File: src/rtl/sim_run_control_pkg.sv
// Shared types and defaults for the CPU run controller: state encoding,
// default halt word / watchdog limit, and the drain-counter width helper.
package sim_run_control_pkg;

  typedef enum logic [1:0] {
    ST_IDLE   = 2'd0,
    ST_RUN    = 2'd1,
    ST_DRAIN  = 2'd2,
    ST_HALTED = 2'd3
  } state_e;

  localparam logic [31:0] DEFAULT_HALT_WORD    = 32'hFFFF_FFFF;
  localparam int unsigned DEFAULT_MAX_CYCLES   = 100000;
  localparam int unsigned DEFAULT_DRAIN_CYCLES = 4;

  // A zero-length drain still needs a 1-bit register to keep the port legal.
  function automatic int unsigned drain_width(input int unsigned n);
    return (n == 0) ? 1 : $clog2(n + 1);
  endfunction

endpackage

File: src/rtl/sim_run_control_counter.sv
// Clearable up-counter used for both the cycle and the instruction counts.
module run_counter #(
  parameter int unsigned CNT_W = 32
) (
  input  logic             clk,
  input  logic             rst_n,
  input  logic             clr,
  input  logic             inc,
  output logic [CNT_W-1:0] count_o
);

  logic [CNT_W-1:0] count_q;
  logic [CNT_W-1:0] count_d;

  // NOTE: give every always_comb output a default first so no path can leave it
  // unassigned (that would infer a latch); use '=' here and '<=' only in always_ff.
  always_comb begin
    count_d = count_q;
    if (clr) begin
      count_d = '0;
    end else if (inc) begin
      count_d = count_q + CNT_W'(1);
    end
  end

  always_ff @(posedge clk or negedge rst_n) begin
    if (!rst_n) begin
      count_q <= '0;
    end else begin
      count_q <= count_d;
    end
  end

  assign count_o = count_q;

endmodule

File: src/rtl/sim_run_control.sv
// CPU run controller: raises ENABLE on START, watches fetched words for the
// halt word, drains the pipeline for DRAIN_CYCLES edges, then stops the clock.
module sim_run_control
  import sim_run_control_pkg::*;
#(
  parameter logic [31:0] HALT_WORD    = DEFAULT_HALT_WORD,
  parameter int unsigned DRAIN_CYCLES = DEFAULT_DRAIN_CYCLES,
  parameter int unsigned MAX_CYCLES   = DEFAULT_MAX_CYCLES,
  parameter int unsigned CNT_W        = 32
) (
  input  logic             CLK,
  input  logic             RST_N,
  input  logic             START,
  input  logic [31:0]      INSTR,
  input  logic             STALL,
  output logic             ENABLE,
  output logic             RUNNING,
  output logic             DONE,
  output logic             TIMEOUT,
  output logic [CNT_W-1:0] CYCLE_COUNT,
  output logic [CNT_W-1:0] INSTR_COUNT
);

  localparam int unsigned      DW         = drain_width(DRAIN_CYCLES);
  localparam logic [DW-1:0]    DRAIN_LOAD = DW'(DRAIN_CYCLES);
  localparam logic [CNT_W-1:0] WD_LAST    = CNT_W'(MAX_CYCLES - 1);

  state_e        state_q;
  logic [DW-1:0] drain_q;
  logic          enable_q;
  logic          timeout_q;

  logic active;
  logic start_go;
  logic halt_det;
  logic instr_inc;
  logic wd_hit;

  // STALL gates INSTR first, so an undriven word during a stall cannot steer the FSM.
  assign active    = (state_q == ST_RUN) || (state_q == ST_DRAIN);
  assign start_go  = ((state_q == ST_IDLE) || (state_q == ST_HALTED)) && START;
  assign halt_det  = (state_q == ST_RUN) && !STALL && (INSTR == HALT_WORD);
  assign instr_inc = (state_q == ST_RUN) && !STALL && (INSTR != HALT_WORD);
  assign wd_hit    = active && (CYCLE_COUNT == WD_LAST);

  always_ff @(posedge CLK or negedge RST_N) begin
    if (!RST_N) begin
      state_q   <= ST_IDLE;
      drain_q   <= '0;
      enable_q  <= 1'b0;
      timeout_q <= 1'b0;
    end else begin
      case (state_q)
        ST_IDLE, ST_HALTED: begin
          if (START) begin
            state_q   <= ST_RUN;
            enable_q  <= 1'b1;
            timeout_q <= 1'b0;
          end
        end
        ST_RUN: begin
          if (wd_hit) begin
            state_q   <= ST_HALTED;
            enable_q  <= 1'b0;
            timeout_q <= 1'b1;
          end else if (halt_det) begin
            if (DRAIN_CYCLES == 0) begin
              state_q  <= ST_HALTED;
              enable_q <= 1'b0;
            end else begin
              state_q <= ST_DRAIN;
              drain_q <= DRAIN_LOAD;
            end
          end
        end
        ST_DRAIN: begin
          drain_q <= drain_q - DW'(1);
          // Watchdog wins over a drain that would complete on the same edge.
          if (wd_hit) begin
            state_q   <= ST_HALTED;
            enable_q  <= 1'b0;
            timeout_q <= 1'b1;
          end else if (drain_q == DW'(1)) begin
            state_q  <= ST_HALTED;
            enable_q <= 1'b0;
          end
        end
        default: begin
          state_q  <= ST_IDLE;
          enable_q <= 1'b0;
        end
      endcase
    end
  end

  run_counter #(.CNT_W(CNT_W)) u_cycle_cnt (
    .clk     (CLK),
    .rst_n   (RST_N),
    .clr     (start_go),
    .inc     (active),
    .count_o (CYCLE_COUNT)
  );

  run_counter #(.CNT_W(CNT_W)) u_instr_cnt (
    .clk     (CLK),
    .rst_n   (RST_N),
    .clr     (start_go),
    .inc     (instr_inc),
    .count_o (INSTR_COUNT)
  );

  assign ENABLE  = enable_q;
  assign RUNNING = active;
  assign DONE    = (state_q == ST_HALTED);
  assign TIMEOUT = timeout_q;

endmodule

File: config.mk
export PLATFORM = sky130hd
export DESIGN_NAME = sim_run_control
export DESIGN_NICKNAME = d
export VERILOG_FILES = /design/src/rtl/sim_run_control_pkg.sv /design/src/rtl/sim_run_control_counter.sv /design/src/rtl/sim_run_control.sv
export SDC_FILE = /design/constraint.sdc
export NUM_CORES = 1
export LEC_CHECK = 0
export CORE_MARGIN = 3
export CORE_UTILIZATION = 50
export CTS_BUF_LIST = sky130_fd_sc_hd__clkbuf_8
export CTS_CLUSTER_DIAMETER = 30
export DETAILED_ROUTE_END_ITERATION = 6
export PLACE_DENSITY = 0.8
export SETUP_SLACK_MARGIN = 0.1
export SKIP_CTS_REPAIR_TIMING = 1
export SLEW_MARGIN = 20
export SYNTH_ARGS = -nofsm -noshare
export SYNTH_HDL_FRONTEND = slang
export SYNTH_SLANG_ARGS = --single-unit
export TNS_END_PERCENT = 20
File: constraint.sdc
create_clock -name CLK -period 4.4 [get_ports CLK]
set_input_delay 0.44 -clock CLK [delete_from_list [all_inputs] [get_ports CLK]]
set_output_delay 0.44 -clock CLK [all_outputs]
set_load 0.02 [all_outputs]
==> results of run 1 <==
==> state kept, by name, summed over array words and instances (netlist names) <==
| name | count |
|---|---|
| u_instr_cnt.count_o | 32 |
| state_q | 2 |
| drain_q | 3 |
| ENABLE | 1 |
| u_cycle_cnt.count_o | 32 |
| TIMEOUT | 1 |
==> stage by stage <==
stage          area, sq um  instances  total power [W]  worst slack, ps
5_1_grt               5010        588          0.00193             1480
6_report              5010        588          0.00181             1620
3_5_place_dp          4830        572          0.00138             1680
3_3_place_gp          4830        572          0.00136             1820
4_1_cts               5000        588          0.00182             1620
2_1_floorplan         3720        384          0.00117             2240
==> metal layers <==
| metal | vias up | track usage (%) |
|---|---|---|
| met3 | 14 | 3.28 |
| li1 | 1601 | - |
| met1 | 1625 | 29.9 |
| met4 | 0 | 8.66 |
| met5 | - | 0 |
| met2 | 75 | 36.9 |
==> worst paths after layout <==
kind | slack, ps | to | cells after the start
worst max register to register | 1880 | u_cycle_cnt.count_o[23]$_DFFE_PN0P_ | 5
min in group CLK | 520 | u_cycle_cnt.count_o[30]$_DFFE_PN0P_ | 1
worst min register to register | 520 | u_cycle_cnt.count_o[30]$_DFFE_PN0P_ | 1
max in group asynchronous | 3280 | u_instr_cnt.count_o[3]$_DFFE_PN0P_ | 2
worst min-delay path | 130 | u_cycle_cnt.count_o[24]$_DFFE_PN0P_ | 1
worst max-delay path | 1620 | RUNNING | 4
==> critical path: stages (launching register included) <==
cell and delay [ps]:
sky130_fd_sc_hd__dfrtp_1 390, sky130_fd_sc_hd__inv_1 70, sky130_fd_sc_hd__ha_1 730, sky130_fd_sc_hd__inv_1 210, sky130_fd_sc_hd__clkdlybuf4s50_1 590
==> area by class of cell <==
type	count	area share, %
clock buffers	9	2.47
clock inverters	7	0.825
inverters	15	1.12
multi-input cells	284	36.7
flip-flops and latches	71	35.5
well taps	96	2.40
repair buffers	106	20.9
==> placed cells by master, fill, tap and decap left out, types with 2 or more instances in the layout <==
cell	n
sky130_fd_sc_hd__dfrtp_1	71
sky130_fd_sc_hd__a31oi_1	3
sky130_fd_sc_hd__and2_1	6
sky130_fd_sc_hd__buf_4	3
sky130_fd_sc_hd__o31ai_1	8
sky130_fd_sc_hd__nand2_1	33
sky130_fd_sc_hd__xor2_1	27
sky130_fd_sc_hd__clkdlybuf4s50_1	102
sky130_fd_sc_hd__ha_1	7
sky130_fd_sc_hd__inv_1	16
sky130_fd_sc_hd__clkbuf_8	9
sky130_fd_sc_hd__and4_1	6
sky130_fd_sc_hd__clkinv_2	3
sky130_fd_sc_hd__o22ai_1	3
sky130_fd_sc_hd__o211ai_1	6
sky130_fd_sc_hd__nor2_1	38
sky130_fd_sc_hd__nand2b_1	3
sky130_fd_sc_hd__clkinvlp_4	3
sky130_fd_sc_hd__nor4_1	6
sky130_fd_sc_hd__xnor2_1	2
sky130_fd_sc_hd__nor4_4	3
sky130_fd_sc_hd__nor4b_1	2
sky130_fd_sc_hd__a21oi_1	5
sky130_fd_sc_hd__mux2i_1	13
sky130_fd_sc_hd__nand3_1	31
sky130_fd_sc_hd__o21ai_0	19
sky130_fd_sc_hd__nor3_1	3
sky130_fd_sc_hd__and3_1	12
sky130_fd_sc_hd__nand4_1	31
==> power by group <==
| part | total, W | internal [W] | switching (W) |
|---|---|---|---|
| logic | 0.000611 | 0.000232 | 0.000379 |
| clock network | 0.000444 | 0.000199 | 0.000245 |
| registers | 0.000758 | 0.000706 | 0.0000525 |
==> logic make-up after synthesis <==
logic type,count (synthesis),share of synthesized area [%]
xor+xnor,29,6.83
fa+ha+maj,7,2.35
simple gates,181,27.2
compound gates,54,9.18
flops,71,47.8
buf+inv,29,3.13
mux,13,3.50
==> impl_summary.txt, run 1 <==
----------------------------------------------------
[Outcome]
  Status ... completed

[Worst setup path]
  Reg-to-reg startpoint ... state_q[0]$_DFFE_PN0P_
  Type of element capturing the critical path ... primary output
  Data arrival at the endpoint of the critical path ... roughly 2300 ps
  Class of the most critical setup path ... flop to primary output
  Startpoint type of the worst setup path ... flop
  Highest fanout seen on the critical path ... 20
  Worst endpoint required time ... 3960 ps
  Crit path launch ... state_q[0]$_DFFE_PN0P_

[Floorplanning]
  Die Span X ... just over 90 um
  Height of the die ... roughly 92 um
  Starting density of the core ... between 50% and 60%
  Count of pins on the block boundary ... 104
  Die Footprint ... 8510 sq um
  FP Rows ... 30
  Area of the core ... approximately 7000 sq um

[Detailed routing]
  Top layer used by detailed routing ... met4
  Routed met2 length ... 4.57 mm
  Detailed route wirelength on metal3 ... 311 um
  Mean routed wirelength per cell ... between 15 and 20 um
  Total wirelength of the detailed-routed design ... 9.04 mm
  DR vias ... between 3000 and 4000
  Remaining DRCs ... 0
  Initial DRC count ... 150
  Count of nets left with antenna violations after detail routing ... 0
  Vias per cell ... about 5.6
  M1 WL ... 4.01 mm
  Length of the first detailed-routing pass in iterations ... 4

[STA]
  Final worst path period need ... about 2800 ps
  Final clock skew ... about 8.8 ps
  Endpoints failing setup ... 0
  Max Clock Freq ... approximately 0.36 GHz
  Final max-slew violation count ... 0
  Worst Hold Slack ... 129 ps
  Max transition margin ... 35.1%
  Setup TNS ... 0 ps
  Number of endpoints with negative hold slack in the final report ... 0
  Setup repair after global routing missed its margin ... no
  Worst Tran Pin Value ... around 970 ps
  Period Utilization, post-route ... a little over three fifths

[Place]
  Gpl congestion ... 0.819
  Sum of net half-perimeters after detailed placement ... around 6.6 mm
  IO Port Bufs ... between 100 and 150

[Yosys]
  Portion of the post-synthesis area used by sequential elements ... a little under half
  Number of flops mapped to enable cells by yosys ... 0
  Area share of the largest cell type after synthesis ... a little under half
  Mean area per synthesized cell ... 9.69 sq um
  Syn nets ... roughly 430
  Ys flop type ... sky130_fd_sc_hd__dfrtp_1
  Cell taking the most area after synthesis ... sky130_fd_sc_hd__dfrtp_1
  Ranking of synthesized cells by area ... sky130_fd_sc_hd__dfrtp_1, sky130_fd_sc_hd__xor2_1, sky130_fd_sc_hd__nand4_1
  Commonest cells in the synthesized netlist ... sky130_fd_sc_hd__dfrtp_1, sky130_fd_sc_hd__nor2_1, sky130_fd_sc_hd__nand2_1
  Dominant cell by count in the synthesized netlist ... sky130_fd_sc_hd__dfrtp_1
  Count of synthesis-stage warnings from yosys ... 0
  Flops & latches, synth ... between 70 and 80
  Synthesized cell area ... approximately 3700 sq um
  Number of instances in the synthesized netlist ... about 380
  Synth async-reset ratio ... between 90% and 100%
  Number of distinct library cells after synthesis ... between 40 and 50

[Clock tree]
  Clock transition at the register clock pins on the worst setup and hold paths after CTS ... around 80 ps
  Number of buffers on the longest clock path ... 2
  Clock buffer count from CTS ... 9
  H-tree lvl count ... 3
  TritonCTS Sinks ... between 70 and 80
  Clock latency reported for the late side of the worst-skew pair ... about 340 ps
  Clock tree from TritonCTS ... built
  Master cell of the clock root buffer ... sky130_fd_sc_hd__clkbuf_8

[Pwr]
  Ratio of total power to cell area ... ~360 nW/um^2
  Worst IR Drop VDD ... about 430 uV
  Leakage power summed over all cells ... roughly 2.2 nW

[Job]
  Maxcap violations ... 0

[GRT]
  Antenna violations before repair ... 0
  Vias in the first global route ... 3243
  Grt total ovfl ... 0
  Global-route wire length before repair ... roughly 16 mm
  GR Util All Layers ... 22.4%
  Maximum number of pins on one net before global-route repair ... 43

[Layout]
  Register Area ... about 1800 sq um
  Combined area of the multi-input logic cells ... around 1800 sq um
  Share of the core filled with cells in the final layout ... a little under three quarters
  Final net count ... 530
  Fraction of final layout cells with drive strength greater than 1 ... 5.89%
  Number of diodes added for antenna fixing ... 0
  Syn-to-layout area delta ... 34.6%
  # fillers ... 561

[Hold path]
  Hold/Removal Path Class ... input port to async pin

----------------------------------------------------
(Power assumes the default switching activity.)
==> run 2, diff against run 1 <==
CORE_UTILIZATION = 45   (was 50)
PLACE_DENSITY = 0.76   (was 0.8)
clock period = 2.5 ns   (was 4.4 ns; I/O delays follow)
==> run 2 against run 1 <==
  * The flow now finishes with violations (negative hold slack)
  * Largest cell class unchanged
  * Hold slack worse by 170 ps
  * Worst setup slack worse by 1300 ps
  * Clock skew is 3.3 ps higher
  * Critical path type is now flop to flop
  * Clock power is 130% higher
==> impl_summary.txt, run 2 (synthesized netlist as in run 1, its figures left out) <==
----------------------------------------------------
[Worst setup path]
  Type of element capturing the critical path ... flop
  Class of the most critical setup path ... flop to flop
  Sum of buffers and inverters on the critical path ... 3 (unchanged)
  CP delay by family, top ... buffers and inverters
  Startpoint type of the worst setup path ... flop
  CP max-delay cell ... sky130_fd_sc_hd__ha_1
  Data arrival at the endpoint of the critical path ... 2460 ps (+120 ps)
  Worst endpoint required time ... 2760 ps (-1200 ps)
  Cell-by-cell trace of the critical path ... inv_1 > ha_1 > buf_4 > inv_1 > nor2_1 > a21oi_1 > o21ai_1 > a21o_1 > mux2i_1
  Critical Path Max Stage Delay ... 410 ps (-320 ps)
  Cell count of the worst reg-to-reg path ... 9 (+4)
  Cell repeated most along the worst path ... sky130_fd_sc_hd__inv_1
  Setup slack of the worst register-to-register path ... 300 ps (-1580 ps)
  Highest fanout seen on the critical path ... 18 (-10%)
  Cell count along the critical path ... 9 (+5)

[STA]
  Final max-slew violation count ... 0 (unchanged)
  Max Clock Freq ... 0.454 GHz
  Endpoints failing setup ... 0 (unchanged)
  Setup repair after global routing missed its margin ... no
  Number of endpoints with negative hold slack in the final report ... 29 (+29)
  Worst Tran Pin Value ... 717 ps (-254 ps)
  Worst Hold Slack ... -44.9 ps (-174 ps)
  Max transition margin ... 52.2% (+17 points)
  Period Utilization, post-route ... about nine tenths
  Setup TNS ... 0 ps (unchanged)
  Final worst path period need ... 2200 ps
  Final clock skew ... 12.1 ps (+3.30 ps)

[Floorplanning]
  Die Span X ... 96.9 um (+5.1%)
  Height of the die ... 96.9 um (+5.1%)
  Die Footprint ... 9390 sq um (+10%)
  Count of pins on the block boundary ... 104 (unchanged)
  Starting density of the core ... 47.2% (-5.8 points)
  Area of the core ... 7890 sq um (+12%)
  FP Rows ... 32 (+6.7%)

[Pwr]
  Leakage power summed over all cells ... 2.24 nW (+4.3%)
  Part of the total power dissipated in combinational logic ... 32.7% (-1.0 points)
  Worst IR Drop VDD ... 690 uV (+59%)
  Share of total power in sequential cells ... 37.9% (-3.9 points)
  Ratio of total power to cell area ... 684 nW/um^2 (+89%)
  Clock Power Share ... 29.3% (+4.8 points)
  Net switching component of the power ... 0.00124 W (+84%)
  Internal Dissipation ... 0.00228 W (+100%)
  Switching share of power ... 35.3% (-2.0 points)

[GRT]
  Grt total ovfl ... 0 (unchanged)
  Maximum number of pins on one net before global-route repair ... 43 (unchanged)
  Global-route wire length before repair ... 16.0 mm (+2.6%)
  GR Util All Layers ... 20.5% (-1.9 points)
  Antenna violations before repair ... 0 (unchanged)
  Vias in the first global route ... 3247 (+0.12%)

[Detailed routing]
  Mean routed wirelength per cell ... 15.5 um (+0.60%)
  Detailed route wirelength on metal3 ... 284 um (-8.7%)
  Total wirelength of the detailed-routed design ... 9.31 mm (+3.0%)
  M1 WL ... 4.14 mm (+3.2%)
  Length of the first detailed-routing pass in iterations ... 4 (unchanged)
  Vias per cell ... 5.53 (-1.9%)
  Count of nets left with antenna violations after detail routing ... 0 (unchanged)
  Initial DRC count ... 132 (-12%)
  DR vias ... 3328 (+0.39%)
  Top layer used by detailed routing ... met4
  Routed met2 length ... 4.80 mm (+5.1%)
  Remaining DRCs ... 0 (unchanged)

[Layout]
  Register Area ... 1780 sq um (unchanged)
  Final net count ... 538 (+1.5%)
  Number of diodes added for antenna fixing ... 0 (unchanged)
  # fillers ... 640 (+14%)
  Syn-to-layout area delta ... 38.4%
  Most frequent cells in the layout ... sky130_fd_sc_hd__clkdlybuf4s50_1, sky130_fd_sc_hd__dfrtp_1, sky130_fd_sc_hd__nor2_1, sky130_fd_sc_hd__nand2_1
  Fraction of final layout cells with drive strength greater than 1 ... 7.60% (+1.7 points)
  Combined area of the multi-input logic cells ... 1830 sq um (-0.41%)
  Commonest non-fill, non-tap cell in the layout ... sky130_fd_sc_hd__clkdlybuf4s50_1
  Share of the core filled with cells in the final layout ... 65.3% (-6.0 points)

[Place]
  Sum of net half-perimeters after detailed placement ... 6.77 mm (+2.6%)
  Gpl congestion ... 0.829 (+1.2%)
  IO Port Bufs ... 103 (unchanged)

[Clock tree]
  Clock tree from TritonCTS ... built
  Number of buffers on the longest clock path ... 2 (unchanged)
  H-tree lvl count ... 3 (unchanged)
  Clock transition at the register clock pins on the worst setup and hold paths after CTS ... 80 ps (about the same)
  Clock buffer count from CTS ... 9 (unchanged)
  Clock latency reported for the late side of the worst-skew pair ... 350 ps (about the same)
  Master cell of the clock root buffer ... sky130_fd_sc_hd__clkbuf_8
  TritonCTS Sinks ... 71 (unchanged)

[Outcome]
  Status ... finished with violations
  Violated checks ... negative hold slack

[Job]
  Maxcap violations ... 0 (unchanged)

[Hold path]
  Hold/Removal Path Class ... input port to async pin

----------------------------------------------------
## run 2: stage by stage
step           hold slack (ps)  std cells  setup WS, ps  area, sq um  power, W
4_1_cts                  -27.2        602          20.2         5150   0.00354
5_1_grt                   5.20        602           148         5150   0.00371
3_3_place_gp               342        586           393         4930   0.00247
2_1_floorplan            -45.6        384           340         3720   0.00206
3_5_place_dp               350        586           323         4930   0.00251
6_report                 -44.9        602           299         5150   0.00352
## run 2: worst reg2reg max path: stages, from the launching register on
cell	delay, ps
sky130_fd_sc_hd__dfrtp_1	390
sky130_fd_sc_hd__inv_1	70
sky130_fd_sc_hd__ha_1	410
sky130_fd_sc_hd__buf_4	270
sky130_fd_sc_hd__inv_1	130
sky130_fd_sc_hd__nor2_1	320
sky130_fd_sc_hd__a21oi_1	90
sky130_fd_sc_hd__o21ai_1	100
sky130_fd_sc_hd__a21o_1	140
sky130_fd_sc_hd__mux2i_1	210
## run 2: layer usage
layer | track usage (%) | up-vias
li1 | - | 1617
met1 | 27.1 | 1639
met2 | 34.7 | 64
met3 | 3.68 | 8
met4 | 5.40 | 0
met5 | 0 | -
## run 2: worst paths after layout
path / from / to
setup / recovery: state_q[0]$_DFFE_PN0P_ / state_q[0]$_DFFE_PN0P_
hold / removal: RST_N / u_cycle_cnt.count_o[24]$_DFFE_PN0P_
setup reg to reg: state_q[0]$_DFFE_PN0P_ / state_q[0]$_DFFE_PN0P_
hold reg to reg: u_cycle_cnt.count_o[30]$_DFFE_PN0P_ / u_cycle_cnt.count_o[30]$_DFFE_PN0P_
max in group asynchronous: RST_N / u_instr_cnt.count_o[0]$_DFFE_PN0P_
min in group CLK: u_cycle_cnt.count_o[30]$_DFFE_PN0P_ / u_cycle_cnt.count_o[30]$_DFFE_PN0P_
## run 2: area by class of cell
cell class	count	area share [%]
Multi-Input combinational cell	284	35.6
Sequential cell	71	34.5
Timing Repair Buffer	114	22.1
Clock buffer	10	2.67
Tap cell	102	2.48
Clock inverter	6	1.63
Inverter	15	1.09
## run 2: power groups by stage
stage	Sequential [W]	Clock, W	Combinational (W)
final	0.00134	0.00103	0.00115
after global routing	0.00135	0.00109	0.00127
after CTS	0.00134	0.00104	0.00116
after detailed placement	0.00135	0	0.00115
after global placement	0.00135	0	0.00112
after floorplan	0.00140	0	0.000662
==> variant: new RTL, flow settings as in run 2 <==
The 4 states of `state_e` get a one-hot encoding in 4 bits.
--- a/src/rtl/sim_run_control_pkg.sv
+++ b/src/rtl/sim_run_control_pkg.sv
@@ -2,11 +2,11 @@
 // default halt word / watchdog limit, and the drain-counter width helper.
 package sim_run_control_pkg;
 
-  typedef enum logic [1:0] {
-    ST_IDLE   = 2'd0,
-    ST_RUN    = 2'd1,
-    ST_DRAIN  = 2'd2,
-    ST_HALTED = 2'd3
+  typedef enum logic [3:0] {
+    ST_IDLE   = 4'b0001,
+    ST_RUN    = 4'b0010,
+    ST_DRAIN  = 4'b0100,
+    ST_HALTED = 4'b1000
   } state_e;
 
   localparam logic [31:0] DEFAULT_HALT_WORD    = 32'hFFFF_FFFF;
Formal check against the unedited RTL: same outputs for any inputs over 10 cycles, from zero or initial values and one cycle with RST_N low; not proved beyond that.
==> variant against run 2 <==
Design area up 10%. Final cell count up 14%. Synthesized area up 9.6%. Global-route usage up 2.6 points. Total power down 12%. Clock power up 14%. Routed wire length up 25%. Worst setup slack worse by 0.15 ns. Sequential cell count up 2.
==> variant: results (changes against run 2) <==
| Quantity | Reported | Unit | Change |
|:---|:---|:---|:---|
| WL met3 | 723 | um | was 284 um |
| Share of layout cells above drive strength 1 | 10.5 | % | was 7.60% |
| Peak supply drop | 0.000312 | V | was 0.000690 V |
| First-pass DRT Iterations | 7 | - | was 4 |
| Count of distinct cell types in the synthesized netlist | 53 | - | was 42 |
| Post-layout instance count excluding filler cells | 687 | - | was 602 |
| Number of nets produced by synthesis | 489 | - | was 427 |
| Cell with the largest stage delay on the worst path | sky130_fd_sc_hd__or4b_1 | - | was sky130_fd_sc_hd__ha_1 |
| Worst slew slack as a fraction of its limit | 52.2 | % | about the same |
| Metal-1 WL | 4880 | um | was 4140 um |
| Via count | 4,110 | - | was 3,328 |
| RePlAce Congestion | 0.894 | - | was 0.829 |
| First-pass GRT wire length | 19,300 | um | was 16,000 um |
| Setup slack after placement | 0.0711 | ns | was 0.323 ns |
| Highest net fanout along the worst path | 8 | - | was 18 |
| Hold Fails Final Rpt | 0 | - | was 29 |
| Wire length on met2 | 5760 | um | was 4800 um |
| Filler instances | 714 | - | was 640 |
| Layout net count | 614 | - | was 538 |
| Largest net degree at the start of global routing | 74 | - | was 43 |
| GR Util met2 | 37.6 | % | was 34.7% |
| Proportion of synthesized chip area in sequential cells | 44.8 | % | was 47.8% |
| Status | finished clean | - | was complete, but fails checks |
| Area after DPL | 0.00539 | mm2 | was 0.00493 mm2 |
| Global Route Usage Sum | 23.1 | % | was 20.5% |
| Leakage dissipation | 0.00229 | uW | was 0.00224 uW |
| Top cells by instance count after synthesis | 72 x sky130_fd_sc_hd__dfrtp_1, 53 x sky130_fd_sc_hd__nor2_1, 35 x sky130_fd_sc_hd__nand2_1, 34 x sky130_fd_sc_hd__a21oi_1, 31 x sky130_fd_sc_hd__nand3_1 | - | was 71 x sky130_fd_sc_hd__dfrtp_1, 38 x sky130_fd_sc_hd__nor2_1, 33 x sky130_fd_sc_hd__nand2_1, 31 x sky130_fd_sc_hd__nand3_1, 31 x sky130_fd_sc_hd__nand4_1 |
| Largest stage delay on the critical path | 0.71 | ns | was 0.41 ns |
| Fraction of met1 tracks used by global routing | 31.3 | % | was 27.1% |
| Synth-to-Final Area Change | 39.1 | % | was 38.4% |
-- variant: cell count changes in the layout (fill, tap and decap cells not counted), sizes merged, moves of 4 or more --
cell / before / now
a211oi: 2 / 6
a21oi: 5 / 34
buf: 12 / 30
inv: 15 / 10
mux2i: 13 / 3
nand4: 33 / 23
nor2: 38 / 53
nor3: 3 / 7
or3: 0 / 12
or4: 2 / 8
xnor2: 2 / 14
xor2: 27 / 21
-- variant: kinds of logic (layout without fill, tap and decap cells) --
group / Yosys count / in the layout / synth area share, %
AND/OR/NAND/NOR: 216 / 216 / 28.2
AO/OA/AOI/OAI: 91 / 91 / 14.6
flip-flops: 73 / 73 / 44.8
XOR/XNOR: 35 / 35 / 7.52
buffers and inverters: 27 / 157 / 2.89
adder cells (fa/ha/maj): 4 / 4 / 1.23
multiplexers: 3 / 3 / 0.737
-- variant: area by class of cell --
| type | count | area share [%] |
|---|---|---|
| Tap cell | 108 | 2.38 |
| Multi-Input combinational cell | 349 | 38.0 |
| Clock buffer | 9 | 2.18 |
| Sequential cell | 73 | 32.2 |
| Clock inverter | 7 | 2.23 |
| Inverter | 8 | 0.530 |
| Timing Repair Buffer | 133 | 22.4 |
-- variant: report_power, final --
group          switching [uW]  internal (uW)
clock                     492            676
sequential               64.2           1230
combinational             399            250
total                     955           2160
-- variant: final timing paths --
check                                          end  startpoint  cells past startpoint  slack (ns)
setup / recovery           u_cycle_cnt.count_o[28]  state_q[1]                      5        0.14
hold / removal              u_instr_cnt.count_o[7]       RST_N                      3        0.45
setup reg to reg           u_cycle_cnt.count_o[28]  state_q[1]                      5        0.14
hold reg to reg                            TIMEOUT     TIMEOUT                      2        0.52
max in group asynchronous               state_q[0]       RST_N                      3        1.69
min in group CLK                           TIMEOUT     TIMEOUT                      2        0.52
